[src/rtl/btb_predictor_if.sv]
// rtl/btb_predictor_if.sv - lookup/update bus of the branch target buffer
interface btb_predictor_if #(
   parameter int IW = 3
);
   logic [31:0]   lookup_pc;
   logic          predict;
   logic          hit;
   logic [31:0]   target;
   logic [IW-1:0] lookup_idx;
   logic          upd_en;
   logic [31:0]   upd_pc;
   logic [IW-1:0] upd_idx;
   logic          upd_taken;
   logic [31:0]   upd_target;
   logic          upd_mispredict;
   logic          flush;
   logic [15:0]   mispredict_cnt;

   modport master (
      output lookup_pc, upd_en, upd_pc, upd_idx, upd_taken, upd_target,
             upd_mispredict, flush,
      input  predict, hit, target, lookup_idx, mispredict_cnt
   );

   modport slave (
      input  lookup_pc, upd_en, upd_pc, upd_idx, upd_taken, upd_target,
             upd_mispredict, flush,
      output predict, hit, target, lookup_idx, mispredict_cnt
   );
endinterface

[src/rtl/btb_predictor.sv]
// rtl/btb_predictor.sv - direct-mapped BTB with saturating direction counters
// Define BTB_GHR_EN to index the counters gshare-style with a global history register.
module btb_predictor #(
   parameter int ENTRIES = 8,
   parameter int CTR_W   = 2,
   parameter int HIST_W  = 3
) (
   input logic           CLK,
   input logic           RST,
   btb_predictor_if.slave bus
);
   localparam int IW = $clog2(ENTRIES);
   localparam int TW = 30 - IW;
   localparam logic [CTR_W-1:0] CTR_WEAK_NT = CTR_W'((1 << (CTR_W - 1)) - 1);
   localparam logic [CTR_W-1:0] CTR_WEAK_T  = CTR_W'(1 << (CTR_W - 1));
   localparam logic [CTR_W-1:0] CTR_MAX     = {CTR_W{1'b1}};

   if (ENTRIES < 2 || ENTRIES > 256 || (ENTRIES & (ENTRIES - 1)) != 0 ||
       CTR_W < 1 || CTR_W > 4 || HIST_W < 1 || HIST_W > IW) begin : g_bad_params
      $error("btb_predictor: illegal ENTRIES/CTR_W/HIST_W");
   end

   logic [ENTRIES-1:0] valid;
   logic [TW-1:0]      tag_mem [ENTRIES];
   logic [31:0]        tgt_mem [ENTRIES];
   logic [CTR_W-1:0]   ctr     [ENTRIES];
   logic [15:0]        mis_cnt;

   logic [IW-1:0] look_bi;
   logic [TW-1:0] look_tag;
   logic [IW-1:0] look_idx;
   logic          look_hit;
   logic [IW-1:0] upd_bi;
   logic [TW-1:0] upd_tag;
   logic          upd_hit;
   logic          unused_upd_pc_lsbs;

   assign look_bi  = bus.lookup_pc[IW+1:2];
   assign look_tag = bus.lookup_pc[31:IW+2];
   assign look_hit = valid[look_bi] && (tag_mem[look_bi] == look_tag);

   assign upd_bi   = bus.upd_pc[IW+1:2];
   assign upd_tag  = bus.upd_pc[31:IW+2];
   assign upd_hit  = valid[upd_bi] && (tag_mem[upd_bi] == upd_tag);
   assign unused_upd_pc_lsbs = ^bus.upd_pc[1:0];

`ifdef BTB_GHR_EN
   logic [HIST_W-1:0] ghr;

   assign look_idx = look_bi ^ IW'(ghr);

   always_ff @(posedge CLK or posedge RST) begin
      if (RST) begin
         ghr <= '0;
      end else if (bus.flush) begin
         ghr <= '0;
      end else if (bus.upd_en) begin
         // newest outcome enters at the LSB, oldest falls off the top
         ghr <= HIST_W'({ghr, bus.upd_taken});
      end
   end
`else
   assign look_idx = look_bi;
`endif

   assign bus.hit            = look_hit;
   assign bus.lookup_idx     = look_idx;
   assign bus.predict        = look_hit && ctr[look_idx][CTR_W-1];
   assign bus.target         = look_hit ? tgt_mem[look_bi] : bus.lookup_pc + 32'd4;
   assign bus.mispredict_cnt = mis_cnt;

   always_ff @(posedge CLK or posedge RST) begin
      if (RST) begin
         valid   <= '0;
         mis_cnt <= '0;
         for (int i = 0; i < ENTRIES; i++) begin
            ctr[i] <= CTR_WEAK_NT;
         end
      end else begin
         if (bus.flush) begin
            valid <= '0;
         end else if (bus.upd_en) begin
            if (upd_hit) begin
               if (bus.upd_taken) begin
                  if (ctr[bus.upd_idx] != CTR_MAX) begin
                     ctr[bus.upd_idx] <= ctr[bus.upd_idx] + 1'b1;
                  end
               end else if (ctr[bus.upd_idx] != '0) begin
                  ctr[bus.upd_idx] <= ctr[bus.upd_idx] - 1'b1;
               end
            end else if (bus.upd_taken) begin
               valid[upd_bi]    <= 1'b1;
               ctr[bus.upd_idx] <= CTR_WEAK_T;
            end
         end
         // the miss counter tracks pipeline events and is not affected by flush
         if (bus.upd_en && bus.upd_mispredict && mis_cnt != 16'hFFFF) begin
            mis_cnt <= mis_cnt + 16'd1;
         end
      end
   end

   // tag/target arrays carry no reset; valid gates their use
   always_ff @(posedge CLK) begin
      if (!RST && !bus.flush && bus.upd_en && bus.upd_taken) begin
         tag_mem[upd_bi] <= upd_tag;
         tgt_mem[upd_bi] <= bus.upd_target;
      end
   end
endmodule

[src/flat_wrapper.sv]
// flat-port wrapper written by rule: the top's interface ports become plain ports
module btb_predictor_flat 
#(
   parameter int ENTRIES = 8,
   parameter int CTR_W   = 2,
   parameter int HIST_W  = 3
)
  (CLK, RST, bus_lookup_pc, bus_upd_en, bus_upd_pc, bus_upd_idx, bus_upd_taken, bus_upd_target, bus_upd_mispredict, bus_flush, bus_predict, bus_hit, bus_target, bus_lookup_idx, bus_mispredict_cnt);
  btb_predictor_if #(.IW((3))) bus_i ();
  input logic CLK;
  input logic RST;
  input wire logic [$bits(bus_i.lookup_pc)-1:0] bus_lookup_pc;
  input wire logic [$bits(bus_i.upd_en)-1:0] bus_upd_en;
  input wire logic [$bits(bus_i.upd_pc)-1:0] bus_upd_pc;
  input wire logic [$bits(bus_i.upd_idx)-1:0] bus_upd_idx;
  input wire logic [$bits(bus_i.upd_taken)-1:0] bus_upd_taken;
  input wire logic [$bits(bus_i.upd_target)-1:0] bus_upd_target;
  input wire logic [$bits(bus_i.upd_mispredict)-1:0] bus_upd_mispredict;
  input wire logic [$bits(bus_i.flush)-1:0] bus_flush;
  output wire logic [$bits(bus_i.predict)-1:0] bus_predict;
  output wire logic [$bits(bus_i.hit)-1:0] bus_hit;
  output wire logic [$bits(bus_i.target)-1:0] bus_target;
  output wire logic [$bits(bus_i.lookup_idx)-1:0] bus_lookup_idx;
  output wire logic [$bits(bus_i.mispredict_cnt)-1:0] bus_mispredict_cnt;
  assign bus_i.lookup_pc = bus_lookup_pc;
  assign bus_i.upd_en = bus_upd_en;
  assign bus_i.upd_pc = bus_upd_pc;
  assign bus_i.upd_idx = bus_upd_idx;
  assign bus_i.upd_taken = bus_upd_taken;
  assign bus_i.upd_target = bus_upd_target;
  assign bus_i.upd_mispredict = bus_upd_mispredict;
  assign bus_i.flush = bus_flush;
  assign bus_predict = bus_i.predict;
  assign bus_hit = bus_i.hit;
  assign bus_target = bus_i.target;
  assign bus_lookup_idx = bus_i.lookup_idx;
  assign bus_mispredict_cnt = bus_i.mispredict_cnt;
  btb_predictor #(.ENTRIES(ENTRIES), .CTR_W(CTR_W), .HIST_W(HIST_W)) u_core (.CLK(CLK), .RST(RST), .bus(bus_i));
endmodule
[config.mk]
export PLATFORM = sky130hd
export DESIGN_NAME = btb_predictor_flat
export DESIGN_NICKNAME = d
export VERILOG_FILES = /design/src/rtl/btb_predictor_if.sv /design/src/rtl/btb_predictor.sv /design/src/flat_wrapper.sv
export SDC_FILE = /design/constraint.sdc
export NUM_CORES = 1
export LEC_CHECK = 0
export BUFFER_PORTS_ARGS = -buffer_cell sky130_fd_sc_hd__buf_4
export CAP_MARGIN = 0
export CELL_PAD_IN_SITES_DETAIL_PLACEMENT = 0
export CELL_PAD_IN_SITES_GLOBAL_PLACEMENT = 1
export CORE_MARGIN = 2
export CORE_UTILIZATION = 45
export CTS_CLUSTER_SIZE = 12
export DETAILED_ROUTE_END_ITERATION = 8
export PLACE_DENSITY = 0.75
export REMOVE_ABC_BUFFERS = 1
export SYNTH_ARGS = -nofsm -noshare
export SYNTH_HDL_FRONTEND = slang
export SYNTH_SLANG_ARGS = --single-unit
export TNS_END_PERCENT = 20
[constraint.sdc]
create_clock -name CLK -period 8.35 [get_ports CLK]
set_clock_uncertainty 0.2 [all_clocks]
set_input_delay 0.4175 -clock CLK [delete_from_list [all_inputs] [get_ports CLK]]
set_output_delay 0.4175 -clock CLK [all_outputs]
set_load 0.01 [all_outputs]
Word level (Yosys, flattened, before mapping)
Memory sizes are Yosys's and may differ from the RTL's.
Index checks and enable logic that the tools add are counted.
{"block": "op_classes", "n_mux": 28, "reduce_logical": 19, "add_sub_neg": 4, "n_bitwise": 7, "magnitude_cmp": 6, "n_eq_ne": 6}
{"operator": "$mux 16", "n": 5}
{"operator": "$eq 27x27->1", "n": 2}
{"operator": "$add 32x3->32 const B", "n": 1}
{"operator": "$bwmux 16", "n": 2}
{"operator": "$mux 32", "n": 1}
{"operator": "$mux 8", "n": 4}
{"operator": "$add 16x1->16 const B", "n": 1}
{"operator": "$ne 16x16->1 const B", "n": 1}
{"operator": "$or 8x8->8", "n": 2}
{"operator": "$bmux 2 s3", "n": 2}
{"operator": "$logic_and 1x1->1", "n": 10}
{"operator": "$mux 2", "n": 5}
{"operator": "$reduce_bool 2->1", "n": 5}
{"operator": "$and 8x8->8", "n": 1}
{"operator": "$ge 4x4->1 const B", "n": 2}
{"operator": "$lt 3x4->1 const B", "n": 2}
{"operator": "$not 3->4", "n": 2}
{"operator": "$not 8->8", "n": 1}
{"operator": "$bmux 1 s3", "n": 2}
{"operator": "$demux 2 s3", "n": 1}
{"operator": "$mux 1", "n": 5}
{"operator": "$reduce_and 5->1", "n": 1}
{"operator": "$lt 4x1->1 const B", "n": 1}
{"operator": "$ne 2x2->1 const B", "n": 2}
{"operator": "8 further kinds", "n": 9}
{"block": "word_totals", "ramBits": 472, "mem_count": 2, "output_inout_bits": 53, "register_bits": 40}
{"name": "u_core.tgt_mem", "depth": 8, "word_bits": 32, "rd": 1, "rd_clocked_by_memory_dff": 0, "wr": 1, "line_no": "btb_predictor.sv:25", "source": "logic [31:0] tgt_mem [ENTRIES];"}
{"name": "u_core.tag_mem", "depth": 8, "word_bits": 27, "rd": 2, "rd_clocked_by_memory_dff": 0, "wr": 1, "line_no": "btb_predictor.sv:24", "source": "logic [TW-1:0] tag_mem [ENTRIES];"}

Logic depth before layout (Yosys ltp)
{"block": "logic_depth", "depth_word": 9, "mapped_depth": 15, "depth_no_buf": 12}

Worst setup path before layout
OpenSTA, ideal clock, no wires.
{"block": "synth_timing", "kind": "input to register", "start": "input RST", "end": "memory u_core.tag_mem[4][0] (netlist name) (enable)", "path_stages": 4, "path_slack_ns": 3.516, "arrival_time_ns": 4.158, "t_required_ns": 7.674, "path_cell_list": "inv_1 > and3_1 > nand2_1 > nor2_1"}
{"block": "synth_between", "elab_chain_cells": 6}
{"item": "start, declared", "line_no": "flat_wrapper.sv:11", "source": "input logic RST;"}
{"item": "$logic_not 1->1 (no line)"}
{"item": "$logic_and 1x1->1 (3 in a row)", "line_no": "btb_predictor.sv:105", "source": "if (!RST && !bus.flush && bus.upd_en && bus.upd_taken) begin"}
{"item": "$mux 1", "line_no": "btb_predictor.sv:105"}
{"item": "$mux 1 (not written as such)", "line_no": "btb_predictor.sv:106", "source": "tag_mem[upd_bi] <= upd_tag;"}
{"item": "end, declared", "line_no": "btb_predictor.sv:24"}
Every way passes these cells.

Worst setup path after layout
{"block": "layout_timing", "start": "input bus_lookup_pc[2]", "end": "output bus_target[31]"}
{"block": "layout_between", "elab_chain_cells": 4}
{"item": "start, declared", "line_no": "flat_wrapper.sv:12", "source": "input wire logic [$bits(bus_i.lookup_pc)-1:0] bus_lookup_pc;"}
{"item": "parallel branches: the longest is 3 deep, another holds $add 32x3->32"}
{"item": "$mux 32 *", "line_no": "btb_predictor.sv:69", "source": "assign bus.target = look_hit ? tgt_mem[look_bi] : bus.lookup_pc + 32'd4;"}
{"item": "end, declared", "line_no": "flat_wrapper.sv:22", "source": "output wire logic [$bits(bus_i.target)-1:0] bus_target;"}
Mark *: on every way between the ends. The select of a mux whose other input is x is not followed.

==> run summary <==
The combinational family with the most area after synthesis was multiplexers. For the data arrival time of the critical path, the log shows 4390 ps. For this design the ratio of total power to cell area is 204 nW/um2. Counting distinct cell types in the post-synthesis netlist gives 65. Final RePlAce weighted congestion: 0.811. The tools report the total number of nets in the final design as 1647. The type of the worst min-delay path is input port to flip-flop. The share of synthesized cell area in and, or, nand and nor gates is 0.0487, and the data required time at the worst endpoint is 7730 ps. Max-cap violations in this run came to 0. The run gives 0.184 as the worst max-slew margin expressed relative to the limit. The compound-cell area share of the yosys netlist came out at 0.0421.

Number of top-level design ports: 158. In this design, the critical path's most frequently occurring cell is sky130_fd_sc_hd__buf_4. In this run the horizontal extent of the chip is 231 um. The adder and majority cell fraction of the synthesized area came out at 0.00217. The tools report the number of standard-cell rows in the floorplan as 83. The first global-routing pass estimated 84900 um of wire.

The area growth from synthesis to layout is 17.4%. The number of I/O port buffers is 155. The floorplan step defined a die boundary enclosing 53200 um2.

Number of iterations in the first detailed-routing pass: 5. The number of register bits inferred by synthesis works out to 512. The flow ran to the end, and the final reports show no timing, DRC or antenna violations. Walking the worst path, the cells encountered are clkbuf_8 > buf_12 > mux4_2 > mux2i_1 > xor2_1 > nor4b_1 > nand3_1 > nor2_4 > buf_4 > nor2_1 > a21oi_1 > buf_4.

The number of antenna violations at the first check in global routing was 4. The worst setup path is captured at a primary output. The later pin in the worst-skew pair is clocked with a latency of 610 ps. For the sequential fraction of the synthesis area, the log shows 0.657. The launching point of the worst reg2reg path is u_core.tag_mem[4][1]$_DFFE_PP_.

The number of placed instances, taps included, is 2102. After clock tree synthesis, the clock-pin slew on the worst setup and hold paths is 60 ps. In the final routed layout, each cell accounts on average for 25.1 um.

For this design the static power due to leakage is 9.26 nW. The detail route stage leaves a number of antenna-violating nets equal to 0. After detailed routing, the number of remaining DRC violations is 0.

The most used flip-flop cell after synthesis is sky130_fd_sc_hd__edfxtp_1. The cell area after technology mapping was 23100 um2. TritonCTS built the clock tree.

Library cell occupying the most area in the post-synthesis netlist: sky130_fd_sc_hd__edfxtp_1. At the pin with the least slew margin, the transition time is 1220 ps. The total overflow left after global routing is 0. Setup repair after global routing left no endpoint under its margin. The final critical path time including I/O delays and setup is 5010 ps, and the number of standard cells in the final layout excluding fillers is 2252. Timing would allow up to 0.200 GHz. The logs give 0 for the number of setup violations in the final report and 13100 for the via total after detailed routing. The Yosys warning count came out at 0. The root buffer selected by CTS is sky130_fd_sc_hd__clkbuf_16. Hold path startpoint: bus_upd_mispredict. For the number of slew-limit violations in the final report, the log shows 0. The delay contributed by the slowest stage of the critical path was 590 ps. The async set or reset register ratio after synthesis is 0.0781, and the total global routing track utilization is 0.215. Entering global routing, the biggest net connects 76 pins.

The tree built by TritonCTS fans out to 512 sinks. The most used standard cell by instance count after synthesis is sky130_fd_sc_hd__edfxtp_1. The run gives 0.195 mV as the maximum ir drop on the vdd rail. The launching element type of the critical path is an input port. Post-synthesis share of cell area spent on xor and xnor gates: 0.0364.

Counting the buffers created by CTS gives 53. Counting along the longest clock path gives a buffer depth of 3. The average footprint of a synthesized cell is 17.4 um2, and the final cycle utilization of the critical path is 0.600. The area of the core is 51100 um2.

Using the TritonRoute via totals, the vias-per-cell ratio works out to 5.82. Number of DRC violations after detailed-routing iteration 0: 1184. The number of global-route vias before repair is 13500, and the starting density of the core is 0.452. After routing, the total negative slack on setup checks comes to 0 ps. The number of instances in the synthesized netlist is 1327. Summing all placed instances gives a cell area of 25000 um2. The mux cell area share after synthesis works out to 0.194.

Among all stages on the critical path, the largest delay is contributed by sky130_fd_sc_hd__mux4_2. Layout cell share with drive strength beyond 1: 0.271. The count of H-tree levels built during CTS is 2, and the HPWL reported at the end of detailed placement is 33300 um. The number of endpoints with negative hold slack in the final report was 0. The die is 231 um tall.

Tracing the worst setup path back leads to its startpoint at bus_lookup_pc[2]. The fraction of synthesized cell area taken by the top area cell type is 0.613, and the maximum fanout encountered on the critical timing path is 75. In the synthesized netlist, the cells that appear most often are sky130_fd_sc_hd__edfxtp_1 (472), sky130_fd_sc_hd__mux4_2 (149), sky130_fd_sc_hd__mux2i_1 (95). The finished cells cover 27100 um2. Sorting the synthesized cells by area gives the leading types as sky130_fd_sc_hd__edfxtp_1 (61%), sky130_fd_sc_hd__mux4_2 (15%), sky130_fd_sc_hd__mux2i_1 (4.1%). Total routed wirelength: 56400 um. The setup path with the least slack is of type input port to primary output.

In this run, synthesis inferred 472 flip-flops with an integrated enable.
-- registers in the layout, summed over array words and instances (netlist names) --
name and count:
u_core.tag_mem 216, u_core.bus.mispredict_cnt 16, u_core.valid 8, u_core.tgt_mem 256, u_core.ctr 16
-- cell families (layout without fill, tap and decap cells) --
kind of cell / count (synthesis) / after routing
AOI/OAI and AO/OA: 135 / 135
xor gates and xnor gates: 96 / 96
adders and majority gates: 4 / 4
buffers and inverters: 95 / 336
DFF: 512 / 512
muxes: 259 / 259
other: 0 / 4
and+or+nand+nor: 226 / 226
-- worst max-delay path, delay by kind of cell --
family | cells | cell delay (ps)
buffers and inverters | 4 | 1780
multiplexers | 2 | 770
AND/OR/NAND/NOR | 4 | 710
AO/OA/AOI/OAI | 1 | 350
XOR/XNOR | 1 | 240
-- worst paths after layout --
| check | endpoint | cells past startpoint | slack [ps] |
|---|---|---|---|
| setup reg to reg | u_core.ctr[11]$_DFFE_PP0P_ | 9 | 4680 |
| hold / removal | u_core.bus.mispredict_cnt[0]$_DFFE_PP0P_ | 3 | 90 |
| min in group asynchronous | u_core.bus.mispredict_cnt[12]$_DFFE_PP0P_ | 4 | 300 |
| max in group asynchronous | u_core.ctr[8]$_DFFE_PP1P_ | 4 | 7270 |
| setup / recovery | bus_target[31] | 12 | 3340 |
| hold reg to reg | u_core.bus.mispredict_cnt[8]$_DFFE_PP0P_ | 1 | 290 |
-- per-stage QoR --
stage | hold WS (ps) | worst slack (ps) | util | power, mW
floorplan | 273 | 3520 | - | 3.13
global placement | 276 | 3300 | 0.488 | 3.37
detailed placement | 290 | 3300 | 0.488 | 3.38
CTS | 42.2 | 3270 | 0.531 | 5.60
global route | 77.5 | 2930 | 0.531 | 5.73
finish | 85.7 | 3340 | 0.531 | 5.54
-- final cells by class --
type,instances,area (um2)
tap,680,851
clock buffer,64,1370
clock inverter,21,201
inverter,17,63.8
sequential,512,15200
multi-input combinational,720,7540
timing repair buffer,234,1930
fill,4187,23900
antenna,4,10.0
-- cell usage in the layout (no fill, tap or decap), types with 12 or more instances in the layout --
master	synthesis	layout
sky130_fd_sc_hd__a21oi_1	38	38
sky130_fd_sc_hd__a22o_1	15	15
sky130_fd_sc_hd__a22oi_1	20	20
sky130_fd_sc_hd__and3_1	12	12
sky130_fd_sc_hd__buf_4	12	171
sky130_fd_sc_hd__clkbuf_16	0	53
sky130_fd_sc_hd__dfrtp_1	32	32
sky130_fd_sc_hd__dlygate4sd3_1	0	61
sky130_fd_sc_hd__edfxtp_1	472	472
sky130_fd_sc_hd__inv_1	16	16
sky130_fd_sc_hd__mux2i_1	95	95
sky130_fd_sc_hd__mux4_2	149	149
sky130_fd_sc_hd__nand2_1	41	41
sky130_fd_sc_hd__nand3_1	30	30
sky130_fd_sc_hd__nor2_1	74	65
sky130_fd_sc_hd__o211ai_1	14	14
sky130_fd_sc_hd__xnor2_1	67	67
sky130_fd_sc_hd__xor2_1	29	29
-- where the power goes --
| part | leakage (nW) | total, mW | internal [mW] | switching, mW |
|---|---|---|---|---|
| Combinational | 3.76 | 0.490 | 0.230 | 0.260 |
| Clock | 0.774 | 2.20 | 1.25 | 0.947 |
| Sequential | 4.72 | 2.86 | 2.83 | 0.0246 |
-- timing repair --
action,4_1_cts,5_1_grt
hold buffers,61,0
buffers inserted,0,0
resized for setup,0,0
endpoints found under the hold margin,512,0
-- routing by layer --
metal	vias to the layer above	part of all wire	track usage
li1	5788	-	-
met1	6802	0.41	0.289
met2	444	0.50	0.357
met3	74	0.073	0.0469
met4	0	0.019	0.0571
met5	-	0	0
No activity file was read; power rests on OpenSTA's default activity.
